--- config.mk ---
export PLATFORM = sky130hd
export DESIGN_NAME = uart_rx_packet_parser_flat
export DESIGN_NICKNAME = d
export VERILOG_FILES = /design/src/rtl/uart_rx_packet_parser_if.sv /design/src/rtl/uart_rx_packet_parser.sv /design/src/flat_wrapper.sv
export SDC_FILE = /design/constraint.sdc
export NUM_CORES = 1
export LEC_CHECK = 0
export ABC_AREA = 1
export CAP_MARGIN = 10
export CORE_AREA = 3 3 71 73
export CTS_CLUSTER_SIZE = 8
export DETAILED_ROUTE_END_ITERATION = 10
export DIE_AREA = 0 0 74 76
export PLACE_DENSITY = 0.89
export SLEW_MARGIN = 40
export SYNTH_ARGS = -nofsm -noshare
export SYNTH_HDL_FRONTEND = slang
export SYNTH_SLANG_ARGS = --single-unit
--- constraint.sdc ---
create_clock -name clk -period 2.2 [get_ports clk]
set_clock_uncertainty 0.15 [all_clocks]
set_input_delay 0.44 -clock clk [delete_from_list [all_inputs] [get_ports clk]]
set_output_delay 0.44 -clock clk [all_outputs]
set_load 0.01 [all_outputs]
--- src/rtl/uart_rx_packet_parser_if.sv ---
// uart_rx_packet_parser_if: RX FIFO pop side, payload stream and packet status of the parser
interface uart_rx_packet_parser_if;
    logic       fifo_empty;
    logic [7:0] fifo_rd_data;
    logic       fifo_rd_en;
    logic       out_valid;
    logic [7:0] out_data;
    logic       out_last;
    logic       out_ready;
    logic       pkt_done;
    logic       pkt_err;
    logic [1:0] err_code;
    logic [7:0] pkt_len;
    modport master (
        output fifo_empty, fifo_rd_data, out_ready,
        input  fifo_rd_en, out_valid, out_data, out_last, pkt_done, pkt_err, err_code, pkt_len
    );
    modport slave (
        input  fifo_empty, fifo_rd_data, out_ready,
        output fifo_rd_en, out_valid, out_data, out_last, pkt_done, pkt_err, err_code, pkt_len
    );
endinterface

--- src/rtl/uart_rx_packet_parser.sv ---
// uart_rx_packet_parser: pops RX FIFO bytes, parses SYNC/LEN/payload/CHK frames, streams payload
// Optional inter-byte timeout enabled by defining UART_PKT_TIMEOUT_EN.
module uart_rx_packet_parser #(
    parameter logic [7:0] SYNC_BYTE = 8'hA5,
    parameter int         MAX_LEN   = 16
`ifdef UART_PKT_TIMEOUT_EN
    ,
    parameter int         TIMEOUT_CYCLES = 10000
`endif
) (
    input  logic                    clk,
    input  logic                    rst,
    uart_rx_packet_parser_if.slave  bus
);
    typedef enum logic [1:0] {IDLE, LEN, PAYLOAD, CHK} state_t;
    state_t     state_q, state_d;
    logic       rd_pending_q, rd_en;
    logic [7:0] cnt_q, cnt_d, len_q, len_d, chk_q, chk_d;
    logic       out_valid_q, out_valid_d, out_last_q, out_last_d;
    logic [7:0] out_data_q, out_data_d, pkt_len_q, pkt_len_d;
    logic       pkt_done_q, pkt_done_d, pkt_err_q, pkt_err_d;
    logic [1:0] err_code_q, err_code_d;
    logic [7:0] b;
`ifdef UART_PKT_TIMEOUT_EN
    logic [31:0] idle_q, idle_d;
    logic        stalled;
`endif
    assign b     = bus.fifo_rd_data;
    assign rd_en = !bus.fifo_empty && !rd_pending_q && (!out_valid_q || bus.out_ready);
    assign bus.fifo_rd_en = rd_en;
    assign bus.out_valid  = out_valid_q;
    assign bus.out_data   = out_data_q;
    assign bus.out_last   = out_last_q;
    assign bus.pkt_done   = pkt_done_q;
    assign bus.pkt_err    = pkt_err_q;
    assign bus.err_code   = err_code_q;
    assign bus.pkt_len    = pkt_len_q;
`ifdef UART_PKT_TIMEOUT_EN
    assign stalled = (state_q != IDLE) && bus.fifo_empty && !rd_pending_q;
`endif
    // Frame FSM: advances only when a popped byte arrives; handshake frees the output slot
    always_comb begin
        state_d     = state_q;
        cnt_d       = cnt_q;
        len_d       = len_q;
        chk_d       = (state_q == IDLE) ? 8'h00 : chk_q;
        out_valid_d = out_valid_q && !bus.out_ready;
        out_data_d  = out_data_q;
        out_last_d  = out_last_q;
        pkt_done_d  = 1'b0;
        pkt_err_d   = 1'b0;
        err_code_d  = err_code_q;
        pkt_len_d   = pkt_len_q;
        if (rd_pending_q) begin
            unique case (state_q)
                IDLE: state_d = (b == SYNC_BYTE) ? LEN : IDLE;
                LEN: begin
                    if (b == 8'h00 || b > 8'(MAX_LEN)) begin
                        pkt_err_d  = 1'b1;
                        err_code_d = 2'd1;
                        state_d    = IDLE;
                    end else begin
                        cnt_d   = b;
                        len_d   = b;
                        chk_d   = b;
                        state_d = PAYLOAD;
                    end
                end
                PAYLOAD: begin
                    out_data_d  = b;
                    out_valid_d = 1'b1;
                    out_last_d  = (cnt_q == 8'd1);
                    chk_d       = chk_q ^ b;
                    cnt_d       = cnt_q - 8'd1;
                    state_d     = (cnt_q == 8'd1) ? CHK : PAYLOAD;
                end
                CHK: begin
                    pkt_len_d  = len_q;
                    pkt_done_d = (b == chk_q);
                    pkt_err_d  = (b != chk_q);
                    err_code_d = (b == chk_q) ? err_code_q : 2'd2;
                    state_d    = IDLE;
                end
                default: state_d = IDLE;
            endcase
        end
`ifdef UART_PKT_TIMEOUT_EN
        idle_d = (state_q == IDLE || rd_pending_q) ? 32'd0 : stalled ? idle_q + 32'd1 : idle_q;
        if (stalled && idle_q == 32'(TIMEOUT_CYCLES - 1)) begin
            state_d    = IDLE;
            pkt_err_d  = 1'b1;
            err_code_d = 2'd3;
            idle_d     = 32'd0;
        end
`endif
    end
    // State and output registers; reset drops any held byte and returns to IDLE
    always_ff @(posedge clk or posedge rst) begin
        if (rst) begin
            state_q      <= IDLE;
            rd_pending_q <= 1'b0;
            cnt_q        <= 8'h00;
            len_q        <= 8'h00;
            chk_q        <= 8'h00;
            out_valid_q  <= 1'b0;
            out_data_q   <= 8'h00;
            out_last_q   <= 1'b0;
            pkt_done_q   <= 1'b0;
            pkt_err_q    <= 1'b0;
            err_code_q   <= 2'd0;
            pkt_len_q    <= 8'h00;
        end else begin
            state_q      <= state_d;
            rd_pending_q <= rd_en;
            cnt_q        <= cnt_d;
            len_q        <= len_d;
            chk_q        <= chk_d;
            out_valid_q  <= out_valid_d;
            out_data_q   <= out_data_d;
            out_last_q   <= out_last_d;
            pkt_done_q   <= pkt_done_d;
            pkt_err_q    <= pkt_err_d;
            err_code_q   <= err_code_d;
            pkt_len_q    <= pkt_len_d;
        end
    end
`ifdef UART_PKT_TIMEOUT_EN
    // Inter-byte idle counter, ignores backpressure stalls
    always_ff @(posedge clk or posedge rst) begin
        if (rst) idle_q <= 32'd0;
        else     idle_q <= idle_d;
    end
`endif
endmodule

--- src/flat_wrapper.sv ---
// flat-port wrapper written by rule: the top's interface ports become plain ports
module uart_rx_packet_parser_flat 
#(
    parameter logic [7:0] SYNC_BYTE = 8'hA5,
    parameter int         MAX_LEN   = 16

)
  (clk, rst, bus_fifo_empty, bus_fifo_rd_data, bus_out_ready, bus_fifo_rd_en, bus_out_valid, bus_out_data, bus_out_last, bus_pkt_done, bus_pkt_err, bus_err_code, bus_pkt_len);
  uart_rx_packet_parser_if bus_i ();
  input  logic clk;
  input  logic rst;
  input wire logic [$bits(bus_i.fifo_empty)-1:0] bus_fifo_empty;
  input wire logic [$bits(bus_i.fifo_rd_data)-1:0] bus_fifo_rd_data;
  input wire logic [$bits(bus_i.out_ready)-1:0] bus_out_ready;
  output wire logic [$bits(bus_i.fifo_rd_en)-1:0] bus_fifo_rd_en;
  output wire logic [$bits(bus_i.out_valid)-1:0] bus_out_valid;
  output wire logic [$bits(bus_i.out_data)-1:0] bus_out_data;
  output wire logic [$bits(bus_i.out_last)-1:0] bus_out_last;
  output wire logic [$bits(bus_i.pkt_done)-1:0] bus_pkt_done;
  output wire logic [$bits(bus_i.pkt_err)-1:0] bus_pkt_err;
  output wire logic [$bits(bus_i.err_code)-1:0] bus_err_code;
  output wire logic [$bits(bus_i.pkt_len)-1:0] bus_pkt_len;
  assign bus_i.fifo_empty = bus_fifo_empty;
  assign bus_i.fifo_rd_data = bus_fifo_rd_data;
  assign bus_i.out_ready = bus_out_ready;
  assign bus_fifo_rd_en = bus_i.fifo_rd_en;
  assign bus_out_valid = bus_i.out_valid;
  assign bus_out_data = bus_i.out_data;
  assign bus_out_last = bus_i.out_last;
  assign bus_pkt_done = bus_i.pkt_done;
  assign bus_pkt_err = bus_i.pkt_err;
  assign bus_err_code = bus_i.err_code;
  assign bus_pkt_len = bus_i.pkt_len;
  uart_rx_packet_parser #(.SYNC_BYTE(SYNC_BYTE), .MAX_LEN(MAX_LEN)) u_core (.clk(clk), .rst(rst), .bus(bus_i));
endmodule
==> metrics, run 1 <==
status=completed; Critical Path RT=approximately 1.6 ns; Port Buffers=34; gr usage total=0.2137; most frequent cells in the layout=nand2_1 (71), dfrtp_1 (49), nand3_1 (39); full die area=5624 um2; cts hold-fix bufs=0; Seq cells post-synth=slightly below 50; Core Box Area=roughly 4400 um2; die width=74 um; CTS tree=yes; DP Cell Count=about 390; DRT Pass-1 Iters=4; Register Area=between 1000 and 1500 um2; synth unique cells=29; adder-cell share of the synthesized area=0.03112; Reg2Reg Depth=7; vias in the first global route=2,077; FMAX=~0.5 GHz; layout cell share with drive strength beyond 1=0.1290; Final Cycle Share=0.9175; grt ovf=0; Rows=24; PwrDens=~960 nW/um2; Most used DFF post-synth=dfrtp_1; root buffer cell=clkbuf_8; critical path endpoint category=output pin; CP startpoint=bus_out_ready; setup repair bufs after CTS=0; Synth Instances=about 290; Worst Path Arrival=1.43 ns; Area growth syn-to-layout=26.50%; Slowest-stage cell, CP=clkdlybuf4s50_1; fin nets=358; Final HPWL DP=about 4 mm; largest net degree at the start of global routing=50; Mapped Nets=roughly 300; async set or reset register ratio after synthesis=1.000; final hold violation count=0; worst path cell trace=clkdlybuf4s50_1 > o21ai_0 > nor2_1 > dlygate4sd2_1; Slew Viols, Final=0; Worst slew margin=0.7019; # IOs=35; Avg WL per Cell=14.38 um; worst skew pair latency=~0.31 ns; CP max stage delay=between 0.4 and 0.5 ns; Startpoint Class=input port; syn avg cell area=between 8 and 9 um2; largest family of logic cells by synthesized area=simple AND/OR/NAND/NOR gates; area of the multi-input gates=a little over 1000 um2; routed via count=2,176; Worst-path clk slew=0.09 ns; Worst-Margin Slew=0.4460 ns; RSZ-0062 raised after global routing=no; commonest non-fill, non-tap cell in the layout=nand2_1; GPL Wtd Cong=roughly 0.91; r2r startpoint=u_core.state_q[0]$_DFFE_PP0P_; cell leakage power=between 1.5 and 2 nW; placed cell area=between 2000 and 3000 um2; Syn. warnings=0; CP max FO=2; fin area=3052 um2; mux cell area share after synthesis=0.02334; critical path class=in -> out; RR Endpoint=u_core.chk_q[6]$_DFF_PP0_; register area share after synthesis=0.5083; cts bufs inserted=5; Final Util=0.6913; hold crit path type=in -> async; Final min period=slightly above 2 ns; Final setup viols=0; Synth Area in XOR/XNOR=0.02905; Clock Path Buffers=2; EDFF count, synth=0; crit path to=bus_fifo_rd_en; via/cell ratio=around 5.5; final WL=approximately 5.7 mm; Final Non-Filler Cells=393; Fill cells=331; Num Clock Sinks=49; Routed Antenna Nets=0; Antenna Cells=0; DRT iter0 DRCs=just over 100; die height=roughly 76 um; H-tree Lvls=2; first-pass GRT wire length=9.384 mm; Residual DRC=0; simple-gate share of the synthesized area=0.2728; Initial Utilization=0.5465; hold slack=about 0.34 ns; initial antenna violation count=0; Peak VDD IR=approximately 0.41 mV; compound-gate portion of the synthesized area=0.06950; Max Cap Violations=0; Mapped Area=about 2400 um2; R2R Setup Slk=roughly 0.39 ns
[area by class of cell]
cell class,count,share of cell area
sequential,49,0.4018
multi-input combinational,198,0.3366
timing repair buffer,53,0.1620
inverter,33,0.04059
clock buffer,5,0.02255
tap,52,0.02132
clock inverter,3,0.01517
[through the flow]
stage / power [W] / setup TNS, ns / setup WS (ns)
4_1_cts: 0.002933 / 0 / 0.1773
5_1_grt: 0.003098 / 0 / 0.1524
6_report: 0.002916 / 0 / 0.1816
3_5_place_dp: 0.002257 / -0.08694 / -0.08694
2_1_floorplan: 0.001812 / 0 / 0.4372
3_3_place_gp: 0.002219 / -0.03813 / -0.03813
[cells by family (layout without fill, tap and decap cells)]
| kind of cell | Yosys count | in the layout |
|---|---|---|
| and+or+nand+nor | 146 | 146 |
| muxes | 5 | 5 |
| buffers and inverters | 39 | 94 |
| adders and majority gates | 6 | 6 |
| DFF | 49 | 49 |
| xor gates and xnor gates | 8 | 8 |
| AOI/OAI and AO/OA | 33 | 33 |
[registers in the layout, summed over array words and instances, names as in the netlist, named ones only]
| name | cells |
|---|---|
| u_core.bus.pkt_err | 1 |
| u_core.len_q | 8 |
| u_core.bus.out_data | 8 |
| u_core.cnt_q | 8 |
| u_core.rd_pending_q | 1 |
| u_core.state_q | 1 |
| u_core.bus.out_last | 1 |
| u_core.bus.pkt_done | 1 |
| u_core.bus.pkt_len | 8 |
| u_core.bus.out_valid | 1 |
| u_core.bus.err_code | 2 |
| u_core.chk_q | 8 |
[report_power, final]
group	leakage (nW)	switching, W	total [W]	internal (W)
combinational	0.829	0.000485	0.000946	0.000461
clock	0.0543	0.000313	0.000653	0.000340
sequential	0.629	0.000172	0.00132	0.00114
total	1.51	0.000970	0.00292	0.00195
[cell usage after synthesis, types with 2 or more instances]
master / instances / area, um2
nand2_1: 71 / 266.5
dfrtp_1: 49 / 1226
nand3_1: 39 / 195.2
inv_1: 31 / 116.4
o21ai_0: 26 / 130.1
nor2_1: 17 / 63.81
xnor2_1: 7 / 61.31
ha_1: 6 / 75.07
mux2_2: 5 / 56.30
o21ai_1: 5 / 25.02
buf_2: 4 / 20.02
nand4_1: 4 / 25.02
or2_2: 4 / 25.02
nand2_2: 2 / 12.51
nor3_1: 2 / 10.01
[critical path, delay by kind of cell]
| kind | cells | cell delay, ns |
|---|---|---|
| and+or+nand+nor | 1 | 0.13 |
| buffers and inverters | 2 | 0.77 |
| AOI/OAI and AO/OA | 1 | 0.09 |
[worst min-delay path by stage]
stage	start	end	slack [ns]	depth (start not counted)
6_report	rst	u_core.rd_pending_q$_DFF_PP0_	0.34	3
5_1_grt	u_core.bus.err_code[1]$_DFFE_PP0P_	u_core.bus.err_code[1]$_DFFE_PP0P_	0.35	2
4_1_cts	u_core.bus.err_code[1]$_DFFE_PP0P_	u_core.bus.err_code[1]$_DFFE_PP0P_	0.34	2
3_5_place_dp	u_core.bus.err_code[1]$_DFFE_PP0P_	u_core.bus.err_code[1]$_DFFE_PP0P_	0.31	2
3_3_place_gp	u_core.bus.err_code[0]$_DFFE_PP0P_	u_core.bus.err_code[0]$_DFFE_PP0P_	0.31	2
2_1_floorplan	u_core.len_q[0]$_DFFE_PP0P_	u_core.len_q[0]$_DFFE_PP0P_	0.30	2
[repair_timing]
item | in CTS | in global routing
setup endpoints to repair | 1 | 0
hold endpoints to repair | 0 | 0
gates resized for setup | 1 | 0
[routing by layer]
metal,GRT usage,wire [um],share of wire,vias up
met5,0,0,0,-
met4,0.09058,164,0.029,0
met3,0.04617,403,0.071,17
met1,0.2751,2330,0.41,1039
li1,-,-,-,1038
met2,0.3413,2755,0.49,82
Note: power is estimated with default switching activity, not from simulation.
==> run 2, diff against run 1 <==
--- a/config.mk
+++ b/config.mk
@@ -6,12 +6,13 @@
 export NUM_CORES = 1
 export LEC_CHECK = 0
 export ABC_AREA = 1
+export ABC_CLOCK_PERIOD_IN_PS = 2200
 export CAP_MARGIN = 10
-export CORE_AREA = 3 3 71 73
+export CORE_AREA = 3 3 66 80
 export CTS_CLUSTER_SIZE = 8
 export DETAILED_ROUTE_END_ITERATION = 10
-export DIE_AREA = 0 0 74 76
-export PLACE_DENSITY = 0.89
+export DIE_AREA = 0 0 69 83
+export PLACE_DENSITY = 0.88
 export SLEW_MARGIN = 40
 export SYNTH_ARGS = -nofsm -noshare
 export SYNTH_HDL_FRONTEND = slang
==> run 2 against run 1 <==
Against the previous run: worst setup slack better by 0.018 ns; register-to-register slack worse by 0.04 ns; global-route usage is 0.67 points higher; via count is 0.28% lower; power is 4.5% higher; non-clock buffer count is 1 lower; worst hold slack worse by 0.038 ns; die area is 1.8% higher; fmax is 0.90% higher; clock power is 17% higher; largest cell class unchanged.
==> metrics, run 2 (same netlist as run 1, synthesis figures left out) <==
status=completed; vias in the first global route=2,246 (+8.1%); Worst slew margin=0.7184 (+0.01647); most frequent cells in the layout=nand2_1 (71), dfrtp_1 (49), nand3_1 (39); CTS tree=yes; Residual DRC=0 (unchanged); DRT iter0 DRCs=166 (+64%); setup repair bufs after CTS=0 (unchanged); placed cell area=2950 um2 (+0.43%); r2r startpoint=u_core.state_q[0]$_DFFE_PP0P_; GRT met3 Usage=0.04722 (+0.001041); Initial Utilization=0.5251 (-0.02143); GR Util met2=0.4063 (+0.06494); R2R Setup Slk=0.35 ns (-0.04 ns); Slowest-stage cell, CP=clkdlybuf4s50_1; worst path cell trace=clkdlybuf4s50_1 > o21ai_0 > nor2_1 > dlygate4sd2_1; largest net degree at the start of global routing=33 (-34%); Port Buffers=34 (unchanged); cts bufs inserted=5 (unchanged); Reg2Reg Depth=7 (unchanged); RSZ-0062 raised after global routing=no; Avg WL per Cell=15.16 um (+5.4%); fin nets=357 (-0.28%); root buffer cell=clkbuf_8; Final setup viols=0 (unchanged); commonest non-fill, non-tap cell in the layout=nand2_1; Final Cycle Share=0.9093 (-0.008157); Slew Viols, Final=0 (unchanged); Rows=27 (+13%); met1 Use GR=0.2376 (-0.03756); die width=69 um (-6.8%); critical path endpoint category=output pin; die height=83 um (+9.2%); Peak VDD IR=0.3794 mV (-8.0%); Worst-Margin Slew=0.4213 ns (-0.02465 ns); final hold violation count=0 (unchanged); worst skew pair latency=0.30 ns (about the same); RR Endpoint=u_core.chk_q[6]$_DFF_PP0_; Final min period=2.000 ns (-0.01795 ns); first-pass GRT wire length=10.27 mm (+9.5%); via/cell ratio=5.452 (-1.5%); gr usage total=0.2204 (+0.006689); initial antenna violation count=0 (unchanged); critical path class=in -> out; Startpoint Class=input port; Worst Path Arrival=1.41 ns (-0.02 ns); Core Box Area=4594 um2 (+4.1%); Num Clock Sinks=49 (unchanged); fin area=3087 um2 (+1.1%); cell leakage power=1.530 nW (+1.1%); Final Util=0.6718 (-0.01949); Antenna Cells=0 (unchanged); full die area=5727 um2 (+1.8%); Max Cap Violations=0 (unchanged); H-tree Lvls=2 (unchanged); FMAX=0.4999 GHz (+0.90%); grt ovf=0 (unchanged); CP max FO=2 (unchanged); Clock Path Buffers=2 (unchanged); Worst-path clk slew=0.09 ns (about the same); GPL Wtd Cong=0.9122 (+0.66%); layout cell share with drive strength beyond 1=0.1265 (-0.002562); Area growth syn-to-layout=27.96%; routed via count=2,170 (-0.28%); Critical Path RT=1.61 ns (about the same); # IOs=35 (unchanged); busiest grt layer=met2; Final HPWL DP=4.454 mm (+11%); Routed Antenna Nets=0 (unchanged); CP max stage delay=0.48 ns (about the same); final WL=6.032 mm (+6.7%); DRT Pass-1 Iters=4 (unchanged); hold crit path type=in -> async; PwrDens=987.4 nW/um2 (+3.3%)
==> run 2: cell count changes in the layout (fill, tap and decap cells not counted) <==
cell        change
inv_6           +1
clkinvlp_4      -1
buf_12          +1
clkinv_4        -1
bufinv_16       +1
buf_4           -2
==> run 2: worst max-delay path by stage <==
stage	to	startpoint	slack, ns	depth (start not counted)
detailed placement	bus_fifo_rd_en	bus_out_ready	-0.08	4
global route	bus_fifo_rd_en	bus_out_ready	0.07	4
global placement	bus_fifo_rd_en	bus_out_ready	-0.04	4
finish	bus_fifo_rd_en	bus_out_ready	0.20	4
CTS	bus_fifo_rd_en	bus_out_ready	0.19	4
floorplan	async pin	rst	0.44	1
==> run 2: what timing repair did <==
action,in CTS,in global routing
hold buffers,0,0
gates resized for setup,1,0
endpoints found under the setup margin,1,0
==> run 2: metal layers <==
metal	wire (um)	up-vias
li1	-	1030
met1	2322	1037
met2	3148	83
met3	357	20
met4	204	0
met5	0	-
==> run 2: power by group <==
part           internal (W)  leakage (nW)  switching, W
clock network      0.000457        0.0687      0.000305
registers           0.00115         0.629      0.000181
logic              0.000461         0.831      0.000498
==> run 2: layout make-up <==
| class | count | area (um2) |
|---|---|---|
| Sequential cell | 49 | 1226 |
| Clock buffer | 5 | 68.82 |
| Tap cell | 58 | 72.57 |
| Multi-Input combinational cell | 198 | 1027 |
| Fill cell | 369 | 1508 |
| Timing Repair Buffer | 52 | 499.2 |
| Inverter | 33 | 123.9 |
| Clock inverter | 3 | 68.82 |
==> run 2: critical path: cells and delay by family <==
family	cells	cell delay (ns)
AND/OR/NAND/NOR	1	0.12
AO/OA/AOI/OAI	1	0.09
buffers and inverters	2	0.76
==> run 2: metrics by stage <==
stage / total power (W) / worst slack, ns / instances / hold WS, ns / setup TNS (ns)
floorplan: 0.001812 / 0.4372 / 286 / 0.3049 / 0
global placement: 0.002217 / -0.04050 / 390 / 0.3069 / -0.04050
detailed placement: 0.002294 / -0.07558 / 390 / 0.3140 / -0.07558
CTS: 0.003063 / 0.1874 / 398 / 0.3027 / 0
global route: 0.003233 / 0.06731 / 398 / 0.3388 / 0
finish: 0.003048 / 0.1995 / 398 / 0.2975 / 0
